===== src/rtl/id_decode.sv =====
// -----------------------------------------------------------------------------
// id_decode -- DLX instruction-decode stage with a registered output slice.
//
// Purpose
//   Decodes one 32-bit DLX instruction word per cycle into ALU opcode,
//   register indices, extended immediate and control enables. All decoded
//   outputs are registered, so there is one cycle from capture to out_valid.
//   A load-use hazard against the most recently emitted LW is detected
//   combinationally. The hazard inserts a single bubble.
//
// Handshake
//   The input side is valid-only. An instruction is captured on a rising edge
//   when in_valid=1, stall=0, flush=0 and hz_stall=0. While hz_stall=1, the
//   upstream stage must keep the same instr/in_valid so that it is captured on
//   the following edge. On the output side, out_valid=1 marks a real
//   instruction. stall=1 freezes every output register. This includes
//   out_valid and the load tracker.
//
// Ports
//   clk        : sole clock, rising edge
//   reset      : asynchronous, active-high
//   in_valid   : instr carries a valid word
//   instr      : DLX instruction word
//   stall      : downstream hold, outputs freeze
//   flush      : kill the instruction being captured
//   hz_stall   : load-use hazard, upstream must hold instr
//   out_valid  : registered outputs describe a real instruction
//   alu_op     : ALU opcode 0..17
//   rs1/rs2/rd : register indices
//   imm        : extended immediate
//   use_imm, reg_write, mem_read, mem_write, branch, jump, illegal : controls
// -----------------------------------------------------------------------------
module id_decode (
  input  logic        clk,
  input  logic        reset,
  input  logic        in_valid,
  input  logic [31:0] instr,
  input  logic        stall,
  input  logic        flush,
  output logic        hz_stall,
  output logic        out_valid,
  output logic [4:0]  alu_op,
  output logic [4:0]  rs1,
  output logic [4:0]  rs2,
  output logic [4:0]  rd,
  output logic [31:0] imm,
  output logic        use_imm,
  output logic        reg_write,
  output logic        mem_read,
  output logic        mem_write,
  output logic        branch,
  output logic        jump,
  output logic        illegal
);

  // Instruction fields
  logic [5:0]  w_op;
  logic [5:0]  w_fn;
  logic [31:0] w_imm_s16;
  logic [31:0] w_imm_z16;
  logic [31:0] w_imm_s26;

  assign w_op      = instr[31:26];
  assign w_fn      = instr[5:0];
  assign w_imm_s16 = {{16{instr[15]}}, instr[15:0]};
  assign w_imm_z16 = {16'h0000, instr[15:0]};
  assign w_imm_s26 = {{6{instr[25]}}, instr[25:0]};

  // Combinational decode
  logic [4:0]  w_alu_op;
  logic [4:0]  w_rs1;
  logic [4:0]  w_rs2;
  logic [4:0]  w_rd;
  logic [31:0] w_imm;
  logic        w_use_imm;
  logic        w_reg_write;
  logic        w_mem_read;
  logic        w_mem_write;
  logic        w_branch;
  logic        w_jump;
  logic        w_illegal;
  logic        w_uses_rs2;
  logic        w_hz;

  always_comb begin
    w_alu_op    = 5'd1;
    w_rs1       = 5'd0;
    w_rs2       = 5'd0;
    w_rd        = 5'd0;
    w_imm       = 32'h0;
    w_use_imm   = 1'b0;
    w_reg_write = 1'b0;
    w_mem_read  = 1'b0;
    w_mem_write = 1'b0;
    w_branch    = 1'b0;
    w_jump      = 1'b0;
    w_illegal   = 1'b0;
    w_uses_rs2  = 1'b0;

    case (w_op)
      6'h00: begin
        w_rs1      = instr[25:21];
        w_rs2      = instr[20:16];
        w_rd       = instr[15:11];
        w_uses_rs2 = 1'b1;
        case (w_fn)
          6'h20:   w_alu_op = 5'd1;
          6'h22:   w_alu_op = 5'd2;
          6'h24:   w_alu_op = 5'd3;
          6'h25:   w_alu_op = 5'd4;
          6'h26:   w_alu_op = 5'd5;
          6'h04:   w_alu_op = 5'd6;
          6'h06:   w_alu_op = 5'd7;
          6'h28:   w_alu_op = 5'd10;
          6'h2C:   w_alu_op = 5'd11;
          6'h2A:   w_alu_op = 5'd12;
          6'h29:   w_alu_op = 5'd13;
          6'h07:   w_alu_op = 5'd14;
          default: w_illegal = 1'b1;
        endcase
        w_reg_write = !w_illegal;
      end
      // Immediate ALU ops. The logical ops zero-extend and the rest
      // sign-extend.
      6'h08, 6'h0A, 6'h0C, 6'h0D, 6'h0E, 6'h14, 6'h16,
      6'h18, 6'h1C, 6'h1A, 6'h19, 6'h17: begin
        w_rs1       = instr[25:21];
        w_rd        = instr[20:16];
        w_use_imm   = 1'b1;
        w_reg_write = 1'b1;
        w_imm       = w_imm_s16;
        case (w_op)
          6'h08:   w_alu_op = 5'd1;
          6'h0A:   w_alu_op = 5'd2;
          6'h0C:   begin w_alu_op = 5'd3; w_imm = w_imm_z16; end
          6'h0D:   begin w_alu_op = 5'd4; w_imm = w_imm_z16; end
          6'h0E:   begin w_alu_op = 5'd5; w_imm = w_imm_z16; end
          6'h14:   w_alu_op = 5'd6;
          6'h16:   w_alu_op = 5'd7;
          6'h18:   w_alu_op = 5'd10;
          6'h1C:   w_alu_op = 5'd11;
          6'h1A:   w_alu_op = 5'd12;
          6'h19:   w_alu_op = 5'd13;
          default: w_alu_op = 5'd14;
        endcase
      end
      6'h0F: begin // LHI
        w_alu_op    = 5'd0;
        w_rs1       = instr[25:21];
        w_rd        = instr[20:16];
        w_imm       = w_imm_z16;
        w_use_imm   = 1'b1;
        w_reg_write = 1'b1;
      end
      6'h23: begin // LW
        w_rs1       = instr[25:21];
        w_rd        = instr[20:16];
        w_imm       = w_imm_s16;
        w_use_imm   = 1'b1;
        w_reg_write = 1'b1;
        w_mem_read  = 1'b1;
      end
      6'h2B: begin // SW: the data register travels on rs2, nothing written back
        w_rs1       = instr[25:21];
        w_rs2       = instr[20:16];
        w_imm       = w_imm_s16;
        w_use_imm   = 1'b1;
        w_mem_write = 1'b1;
        w_uses_rs2  = 1'b1;
      end
      6'h04, 6'h05: begin // BEQZ / BNEZ
        w_alu_op  = (w_op == 6'h04) ? 5'd16 : 5'd17;
        w_rs1     = instr[25:21];
        w_rd      = instr[20:16];
        w_imm     = w_imm_s16;
        w_use_imm = 1'b1;
        w_branch  = 1'b1;
      end
      // J / JAL use the 26-bit offset field. They read no register, so rs1
      // stays 0 and cannot raise a false load-use hazard.
      6'h02: begin
        w_imm     = w_imm_s26;
        w_use_imm = 1'b1;
        w_jump    = 1'b1;
      end
      6'h03: begin
        w_alu_op    = 5'd15;
        w_rd        = 5'd31;
        w_imm       = w_imm_s26;
        w_use_imm   = 1'b1;
        w_reg_write = 1'b1;
        w_jump      = 1'b1;
      end
      6'h12: begin // JR
        w_rs1     = instr[25:21];
        w_rd      = instr[20:16];
        w_imm     = w_imm_s16;
        w_use_imm = 1'b1;
        w_jump    = 1'b1;
      end
      6'h13: begin // JALR
        w_alu_op    = 5'd15;
        w_rs1       = instr[25:21];
        w_rd        = 5'd31;
        w_imm       = w_imm_s16;
        w_use_imm   = 1'b1;
        w_reg_write = 1'b1;
        w_jump      = 1'b1;
      end
      default: w_illegal = 1'b1;
    endcase

    // r0 is hard-wired zero, so it is never a write target.
    if (w_rd == 5'd0) w_reg_write = 1'b0;
  end

  // Load tracker and output registers
  logic        r_out_valid;
  logic [4:0]  r_alu_op;
  logic [4:0]  r_rs1;
  logic [4:0]  r_rs2;
  logic [4:0]  r_rd;
  logic [31:0] r_imm;
  logic        r_use_imm;
  logic        r_reg_write;
  logic        r_mem_read;
  logic        r_mem_write;
  logic        r_branch;
  logic        r_jump;
  logic        r_illegal;
  logic [4:0]  r_ld_rd;
  logic        r_ld_valid;

  assign w_hz = in_valid && r_ld_valid && (r_ld_rd != 5'd0) &&
                ((r_ld_rd == w_rs1) || (w_uses_rs2 && (r_ld_rd == w_rs2)));

  // Stall wins over everything. Flush, hazard bubble and idle all load an
  // empty slot. The bubble clears the tracker, which is why the hazard lasts
  // exactly one cycle.
  always_ff @(posedge clk or posedge reset) begin
    if (reset) begin
      r_out_valid <= 1'b0;
      r_alu_op    <= 5'd0;
      r_rs1       <= 5'd0;
      r_rs2       <= 5'd0;
      r_rd        <= 5'd0;
      r_imm       <= 32'h0;
      r_use_imm   <= 1'b0;
      r_reg_write <= 1'b0;
      r_mem_read  <= 1'b0;
      r_mem_write <= 1'b0;
      r_branch    <= 1'b0;
      r_jump      <= 1'b0;
      r_illegal   <= 1'b0;
      r_ld_rd     <= 5'd0;
      r_ld_valid  <= 1'b0;
    end else if (!stall) begin
      if (in_valid && !flush && !w_hz) begin
        r_out_valid <= 1'b1;
        r_alu_op    <= w_alu_op;
        r_rs1       <= w_rs1;
        r_rs2       <= w_rs2;
        r_rd        <= w_rd;
        r_imm       <= w_imm;
        r_use_imm   <= w_use_imm;
        r_reg_write <= w_reg_write;
        r_mem_read  <= w_mem_read;
        r_mem_write <= w_mem_write;
        r_branch    <= w_branch;
        r_jump      <= w_jump;
        r_illegal   <= w_illegal;
        r_ld_valid  <= w_mem_read;
        if (w_mem_read) r_ld_rd <= w_rd;
      end else begin
        r_out_valid <= 1'b0;
        r_use_imm   <= 1'b0;
        r_reg_write <= 1'b0;
        r_mem_read  <= 1'b0;
        r_mem_write <= 1'b0;
        r_branch    <= 1'b0;
        r_jump      <= 1'b0;
        r_illegal   <= 1'b0;
        r_ld_valid  <= 1'b0;
      end
    end
  end

  assign hz_stall  = w_hz;
  assign out_valid = r_out_valid;
  assign alu_op    = r_alu_op;
  assign rs1       = r_rs1;
  assign rs2       = r_rs2;
  assign rd        = r_rd;
  assign imm       = r_imm;
  assign use_imm   = r_use_imm;
  assign reg_write = r_reg_write;
  assign mem_read  = r_mem_read;
  assign mem_write = r_mem_write;
  assign branch    = r_branch;
  assign jump      = r_jump;
  assign illegal   = r_illegal;

endmodule


===== config.mk =====
export PLATFORM = sky130hd
export DESIGN_NAME = id_decode
export DESIGN_NICKNAME = d
export VERILOG_FILES = /design/src/rtl/id_decode.sv
export SDC_FILE = /design/constraint.sdc
export NUM_CORES = 1
export LEC_CHECK = 0
export ABC_AREA = 1
export BUFFER_PORTS_ARGS = -buffer_cell sky130_fd_sc_hd__buf_2
export CAP_MARGIN = 10
export CORE_ASPECT_RATIO = 2
export CORE_MARGIN = 4
export CORE_UTILIZATION = 35
export CTS_CLUSTER_DIAMETER = 40
export DETAILED_ROUTE_END_ITERATION = 12
export PLACE_DENSITY_LB_ADDON = 0.1
export SYNTH_ARGS = -nofsm -noshare
export SYNTH_HDL_FRONTEND = slang
export SYNTH_SLANG_ARGS = --single-unit
export TNS_END_PERCENT = 100

===== constraint.sdc =====
create_clock -name clk -period 2 [get_ports clk]
set_clock_uncertainty 0.1 [all_clocks]
set_input_delay 0.2 -clock clk [delete_from_list [all_inputs] [get_ports clk]]
set_output_delay 0.2 -clock clk [all_outputs]
set_load 0.02 [all_outputs]

== Yosys cells after proc, flatten, opt, wreduce, memory -nomap -nowiden ==
Cells that the tools add are included.

* Register bits after elaboration: 65
* Input port bits: 37
* Output and inout port bits: 61
* Logic and storage cells: 106

* Equal/unequal tests: 35
* Multiplexer cells: 28
* Bitwise logic cells: 1
* Reductions and logical operators: 28

{| class="wikitable"
|+ Operators by type and width
! kind !! count
|-
| one-hot mux 32 bit (4 select lines) || 1
|-
| one-hot mux 4 bit (11 select lines) || 2
|-
| equality test 6 bit (second input constant) || 11
|-
| equality test 6 x 5 -> 1 bit (second input constant) || 9
|-
| equality test 6 x 4 -> 1 bit (second input constant) || 6
|-
| two-way mux 32 bit || 1
|-
| equality test 6 x 3 -> 1 bit (second input constant) || 5
|-
| one-hot mux 5 bit (5 select lines) || 1
|-
| OR reduction 12 bit || 2
|-
| OR reduction 21 bit || 1
|-
| OR reduction 20 bit || 1
|-
| two-way mux 1 bit || 18
|-
| OR reduction 17 bit || 1
|-
| OR reduction 16 bit || 1
|-
| one-hot mux 5 bit (3 select lines) || 1
|-
| equality test 6 x 2 -> 1 bit (second input constant) || 2
|-
| equality test 5 bit || 2
|-
| two-way mux 5 bit || 2
|-
| OR reduction 2 bit || 4
|-
| logical AND 1 bit || 6
|-
| logical NOT 6 bit || 1
|-
| OR reduction 6 bit || 1
|-
| logical NOT 5 bit || 1
|-
| nonzero test 5 bit || 1
|-
| 8 further kinds || 11
|}

== Longest topological paths before layout ==
Gate-level depths: netlist (run 1).

* Depth after elaboration: 10
* Gate-level depth with buffers: 21
* Depth with buffers taken out: 19

== Worst setup path after synthesis (run 1) ==
OpenSTA, ideal clock, no wires.

* Kind: input port to output port
* Start point: in instr[30]
* End point: out hz_stall
* Data arrival time: 1832 ps
* Data required time: 1700 ps
* Slack: -132 ps
* Cell stages on the path: 14
* Buffers on the path: 3
* Cells stage by stage: nor2_2 nand3_1 buf_2 nand2_1 inv_2 nor2_1 o22ai_1 nor2_1 o2111ai_1 nand2_1 nand2_2 buf_4 buf_4 inv_1

* Word-level cells in the longest chain between the ends: 7
* Elaborated cells on any way between the ends: 30
* Classes of those cells: eq/ne: 21; mux: 3; reduce/logical: 6

{| class="wikitable"
|+ Ends and longest elaborated chain
! item !! line !! source
|-
| from (decl) || 37 || <nowiki>input logic [31:0] instr,</nowiki>
|-
| branches (longest 5 deep; another with OR reduction 20 bit) || - ||
|-
| logical OR 1 bit * || 235 || <nowiki>((r_ld_rd == w_rs1) || (w_uses_rs2 && (r_ld_rd == w_rs2)));</nowiki>
|-
| logical AND 1 bit * || 234 || <nowiki>assign w_hz = in_valid && r_ld_valid && (r_ld_rd != 5'd0) &&</nowiki>
|-
| to (decl) || 40 || <nowiki>output logic hz_stall,</nowiki>
|}

Every way passes the cells marked *.

== Final worst setup path (run 1) ==
Ends and elaborated chain as after synthesis.

==> results of run 1 <==
Yosys cell counts:
cell and number:
clkbuf_1 14, nand3_2 3, nand3b_1 2, nor2_1 44
buf_4 9, inv_2 6, nor3_4 1, buf_6 4
o22ai_1 1, o211ai_1 3, nand3_1 30, and3_1 1
o21ai_0 17, o2111ai_1 3, dfrtp_1 59, buf_2 5
a21oi_1 9, nor2_2 5, nor3b_1 1, nand2_2 3
a21boi_0 1, inv_1 62, nand4_1 64, and2_1 2
nand2_1 182, nor3_1 6, xor2_1 2, clkinv_1 1
flip-flops by register name, summed over array words and instances (netlist names):
signal / count
jump: 1
rs2: 5
r_ld_valid: 1
mem_write: 1
branch: 1
imm: 26
illegal: 1
out_valid: 1
r_ld_rd: 5
rd: 5
use_imm: 1
rs1: 5
reg_write: 1
alu_op: 5
final timing paths:
check                      endpoint        from  cells past startpoint
hold reg to reg             imm[18]     imm[18]                      2
hold / removal              illegal       stall                      3
min in group asynchronous   imm[21]       reset                      4
setup / recovery           hz_stall   instr[30]                     17
setup reg to reg             imm[4]  r_ld_rd[1]                     12
max in group asynchronous    imm[4]       reset                      4
per-layer routing:
layer	vias up	part of all wire (%)	GRT usage (%)
met5	-	0	0
met4	0	3.3	11.20
met3	28	4.4	4.240
met2	136	52	37.78
met1	1942	40	26.14
li1	2101	-	-
what timing repair did:
action,CTS,global route
hold buffers,1,0
gates cloned,4,0
endpoints found under the setup margin,60,60
hold endpoints to repair,59,0
gates resized for setup,85,20
pin swaps,25,16
buffers inserted,22,2
power groups by stage:
stage | sequential [mW] | combinational, mW | clock (mW)
after floorplan | 1.53 | 0.370 | 0
after global routing | 1.38 | 1.06 | 1.60
after CTS | 1.37 | 0.967 | 1.56
after global placement | 1.39 | 0.847 | 0
final | 1.37 | 0.971 | 1.51
after detailed placement | 1.39 | 0.853 | 0
worst reg2reg max path: cells and delay by family (launching register included):
family / cells / cell delay (ps)
buffers and inverters: 4 / 550
AND/OR/NAND/NOR: 5 / 510
flip-flops: 1 / 420
AO/OA/AOI/OAI: 3 / 380
cell families after synthesis:
group                     Yosys count  synth area share, %
AOI/OAI and AO/OA                  34                5.205
xor gates and xnor gates            2               0.4732
buffers and inverters             101                12.13
DFF                                59                39.88
and+or+nand+nor                   344                42.31
final cells by class:
cell class | instances | area (um2) | share of cell area, %
Timing Repair Buffer | 188 | 1411 | 24.85
Multi-Input combinational cell | 381 | 2061 | 36.28
Clock buffer | 14 | 254.0 | 4.471
Clock inverter | 2 | 35.03 | 0.6167
Sequential cell | 59 | 1476 | 25.99
Tap cell | 135 | 168.9 | 2.974
Inverter | 69 | 274.0 | 4.824
==> flow_summary.yaml, run 1 <==
cells_and_area:
  diodes: 0
  syn2layout_area_growth_pct: 53.43
  layout_common_cells: "159 x nand2_1, 90 x buf_2, 77 x buf_4"
  nNetsFinal: 745
  design_area_um2: 5680
  fillers: 999
  fin_util_pct: 55.61
  drive_gt1_share_pct: 38.57
  layout_commonest_cell: "nand2_1"
  final_cells: 848
critical_path:
  end_kind: "output port"
  cp_top_family: "simple AND/OR/NAND/NOR gates"
  r2r_setup_slack_ps: -70
  crit_slowest_cell: "nor2_4"
  cp_max_fo: 7
  worstPathArrival_ps: 1900
  path_buf_inv: 5
  worst_path_largest_cell_delay_ps: 260
  path_cells: "buf_6, nor2_4, nand3_2, nand3_2, nor3_4, buf_12, nand2_8, nand2_2, nand2_1, nand2_1, nor2_1, nand3_1, nand2_1, nand2_2, buf_12, inv_4, buf_6"
  worst-setup-path-type: "in -> out"
  start_kind: "primary input"
  crit_top_cell: "nand2_1"
  crit_required_ps: 1700
logic_synthesis:
  yosysSeqAreaShare_pct: 39.88
  yosysTopAreaCellShare_pct: 39.88
  syn_area_um2: 3702
  synthTopCellsByArea: "dfrtp_1 40%, nand2_1 18%, nand4_1 11%"
  synth_cell_types: 28
  syn_inst: 540
  synth_top_area_cell: "dfrtp_1"
  synth-seq-cells: 59
  synth_fp_nets: 577
  synth_warnings: 0
  syn_area_per_cell_um2: 6.856
pwr:
  power_frac_comb_pct: 25.2
  p_int_mw: 2.675
  ir_drop_uv: 420.2
  switching_share_pct: 30.62
  power_switching_mw: 1.181
  cellPowerDensity_nw_per_um2: 678.8
  p_seq_share_pct: 35.6
  p_clk_share_pct: 39.3
  p_total_mw: 3.856
  p_leak_nw: 3.323
timing:
  tightest_slew_ps: 467.7
  relSlewSlack_pct: 68.75
  timing.setup.tns_ps: -4956
  drv_slew: 0
  rsz0062_at_grt: "yes"
  finalSetupViolCount: 50
  setup_ws_ps: -198.2
  finalHoldViolCount: 0
  fin_crit_sh_pct: 109.9
  hold_ws_ps: 104.2
  fmax_mhz: 454.9
  finalCriticalPeriod_ps: 2198
grt:
  antenna_found_initial: 0
  grt_pass1_wl_um: 21250
  overflow: 0
  grt_pass1_vias: 4216
  grt_usage_pct: 22.29
  grt_max_degree: 60
placed_design:
  gp_congestion: 0.8927
  port-buffer-count: 97
  dpl.cell_count: 804
  post_dp_cell_area_um2: 4730
  dp_hpwl_um: 9460
  dp_slack_ps: -538.4
floorplanning:
  start_util_pct: 36.24
  rows: 52
  die_h_um: 153.5
  fp.dieArea_um2: 12390
  core_area_um2: 10210
  die_w_um: 80.73
  num_io_pins: 98
clock_network:
  cts-root-buf: "clkbuf_16"
  tritoncts: "done"
  numCtsBuffers: 9
  cts_htree_levels: 3
  clk_pin_slew_ps: 50
  clk_path_buf_depth: 2
  clk_latency_ps: 330
  cts.sink_count: 59
route:
  detail_route.vias_per_cell: 4.961
  drt.antenna.violating_nets: 0
  routed_wirelength_um: 13090
  vias: 4207
  dr.first_iter.drc_count: 232
  dr.pass1.iters: 5
  wire_per_inst_um: 15.43
  drcViolationCount: 0
flow_run:
  drv_cap: 0
run_status:
  violations: "negative setup slack"
  outcome: "complete, but fails checks"
min_path:
  hold_class: "in -> reg"
(Power assumes the default switching activity.)
==> run 2: changes to the inputs <==
TNS_END_PERCENT = 50   (was 100)
==> run 2 against run 1 <==
  * The flow still finishes with violations (negative setup slack)
  * Register-to-register slack better by 40 ps
  * Power down 0.18%
  * Routed wire length up 0.14%
  * Worst hold slack about the same
  * Setup slack better by 14 ps
  * Flip-flop and latch count unchanged
  * Highest routed layer unchanged
  * Via count about the same
  * Sequential power about the same
  * Sequential share of layout area up 0.14 points
  * Global-route usage about the same
  * Non-clock buffer count unchanged
==> flow_summary.yaml, run 2 (synthesized netlist as in run 1, its figures left out) <==
flow_run:
  drv_cap: 0
grt:
  grt_pass1_wl_um: 21250
  grt_max_degree: 60
  antenna_found_initial: 0
  grt_usage_pct: 22.29
  overflow: 0
  grt_pass1_vias: 4215
clock_network:
  clk_pin_slew_ps: 50
  cts-root-buf: "clkbuf_16"
  clk_path_buf_depth: 2
  cts.sink_count: 59
  clk_latency_ps: 330
  cts_htree_levels: 3
  numCtsBuffers: 9
  tritoncts: "done"
timing:
  finalHoldViolCount: 0
  relSlewSlack_pct: 68.60
  drv_slew: 0
  tightest_slew_ps: 469.9
  rsz0062_at_grt: "yes"
  finalCriticalPeriod_ps: 2184
  fmax_mhz: 457.8
  timing.setup.tns_ps: -4664
  fin_crit_sh_pct: 109.2
  setup_ws_ps: -184.3
  finalSetupViolCount: 49
min_path:
  hold_depth: 3
  hold_class: "in -> reg"
critical_path:
  ff2ff_path_depth: 12
  cp_max_fo: 7
  worst-setup-path-type: "in -> out"
  end_kind: "output port"
  crit_slowest_cell: "nor2_4"
  crit_top_cell: "nand2_1"
  start_kind: "primary input"
  worstPathArrival_ps: 1880
  crit_required_ps: 1700
  path_cells: "buf_6, nor2_4, nand3_2, nand3_2, nor3_4, buf_12, nand2_8, nand2_2, nand2_1, nand2_1, nor2_1, nand3_1, nand2_1, nand2_2, buf_12, inv_4, buf_6"
  r2r_setup_slack_ps: -30
  worst_path_largest_cell_delay_ps: 260
route:
  dr.first_iter.drc_count: 206
  drt.antenna.violating_nets: 0
  vias: 4211
  wire_per_inst_um: 15.46
  detail_route.vias_per_cell: 4.966
  routed_wirelength_um: 13110
  dr.pass1.iters: 4
  drcViolationCount: 0
cells_and_area:
  fin_util_pct: 55.30
  diodes: 0
  drive_gt1_share_pct: 37.45
  largest_reg_flops: 26
  syn2layout_area_growth_pct: 52.59
  layout_commonest_cell: "nand2_1"
  nNetsFinal: 745
  final_cells: 848
  design_area_um2: 5649
  layout_common_cells: "163 x nand2_1, 90 x buf_2, 77 x buf_4"
pwr:
  cellPowerDensity_nw_per_um2: 681.3
  p_leak_nw: 3.313
  p_total_mw: 3.849
  ir_drop_uv: 417.8
run_status:
  violations: "negative setup slack"
  outcome: "complete, but fails checks"
placed_design:
  dp_hpwl_um: 9460
  post_dp_cell_area_um2: 4730
  gp_congestion: 0.8927
  port-buffer-count: 97
  dpl.cell_count: 804
floorplanning:
  start_util_pct: 36.24
  num_io_pins: 98
  rows: 52
  die_w_um: 80.73
  die_h_um: 153.5
  core_area_um2: 10210
  fp.dieArea_um2: 12390
-- run 2: cell counts in the layout (fill, tap and decap cells not counted) --
No cell type changed its count.
-- run 2: repair_timing --
item                       CTS  global route
hold endpoints to repair    59             0
gates cloned                 4             0
gates resized for setup     80            15
setup buffers               22             2
pin swaps                   25            14
setup endpoints to repair   60            60
hold buffers                 1             0
-- run 2: critical path: cells and delay by family --
family	cells	cell delay (ps)
AND/OR/NAND/NOR	12	1160
buffers and inverters	5	520
-- run 2: final timing paths --
path                            start       end
hold / removal                  stall   illegal
setup reg to reg           r_ld_rd[1]    imm[4]
min in group asynchronous       reset   imm[21]
setup / recovery            instr[30]  hz_stall
hold reg to reg               imm[18]   imm[18]
max in group asynchronous       reset    imm[4]
-- run 2: routing by layer --
| metal | wire length, um | vias up | track usage [%] |
|---|---|---|---|
| met4 | 481 | 0 | 11.20 |
| li1 | - | 2098 | - |
| met1 | 5256 | 1956 | 26.13 |
| met2 | 6794 | 128 | 37.78 |
| met5 | 0 | - | 0 |
| met3 | 573 | 29 | 4.240 |
-- run 2: stage by stage --
stage | worst slack (ps) | hold slack [ps]
after detailed placement | -538.4 | 188.3
after global placement | -491.9 | 180.0
after global routing | -335.7 | 119.1
after floorplan | 9.542 | 322.7
after CTS | -181.3 | 95.73
final | -184.3 | 104.5
-- run 2: power breakdown --
| part | internal (mW) | switching, mW | total, mW | leakage (nW) |
|---|---|---|---|---|
| Sequential | 1.31 | 0.0624 | 1.37 | 0.800 |
| Combinational | 0.366 | 0.598 | 0.964 | 2.37 |
| Clock | 0.997 | 0.517 | 1.51 | 0.141 |
| Total | 2.67 | 1.18 | 3.85 | 3.31 |
-- run 2: cell type report --
type,count,area [um2]
clock buffers,14,254.0
inverters,69,274.0
fillers,996,4566
well taps,135,168.9
repair buffers,188,1411
flip-flops and latches,59,1476
clock inverters,2,35.03
multi-input cells,381,2029
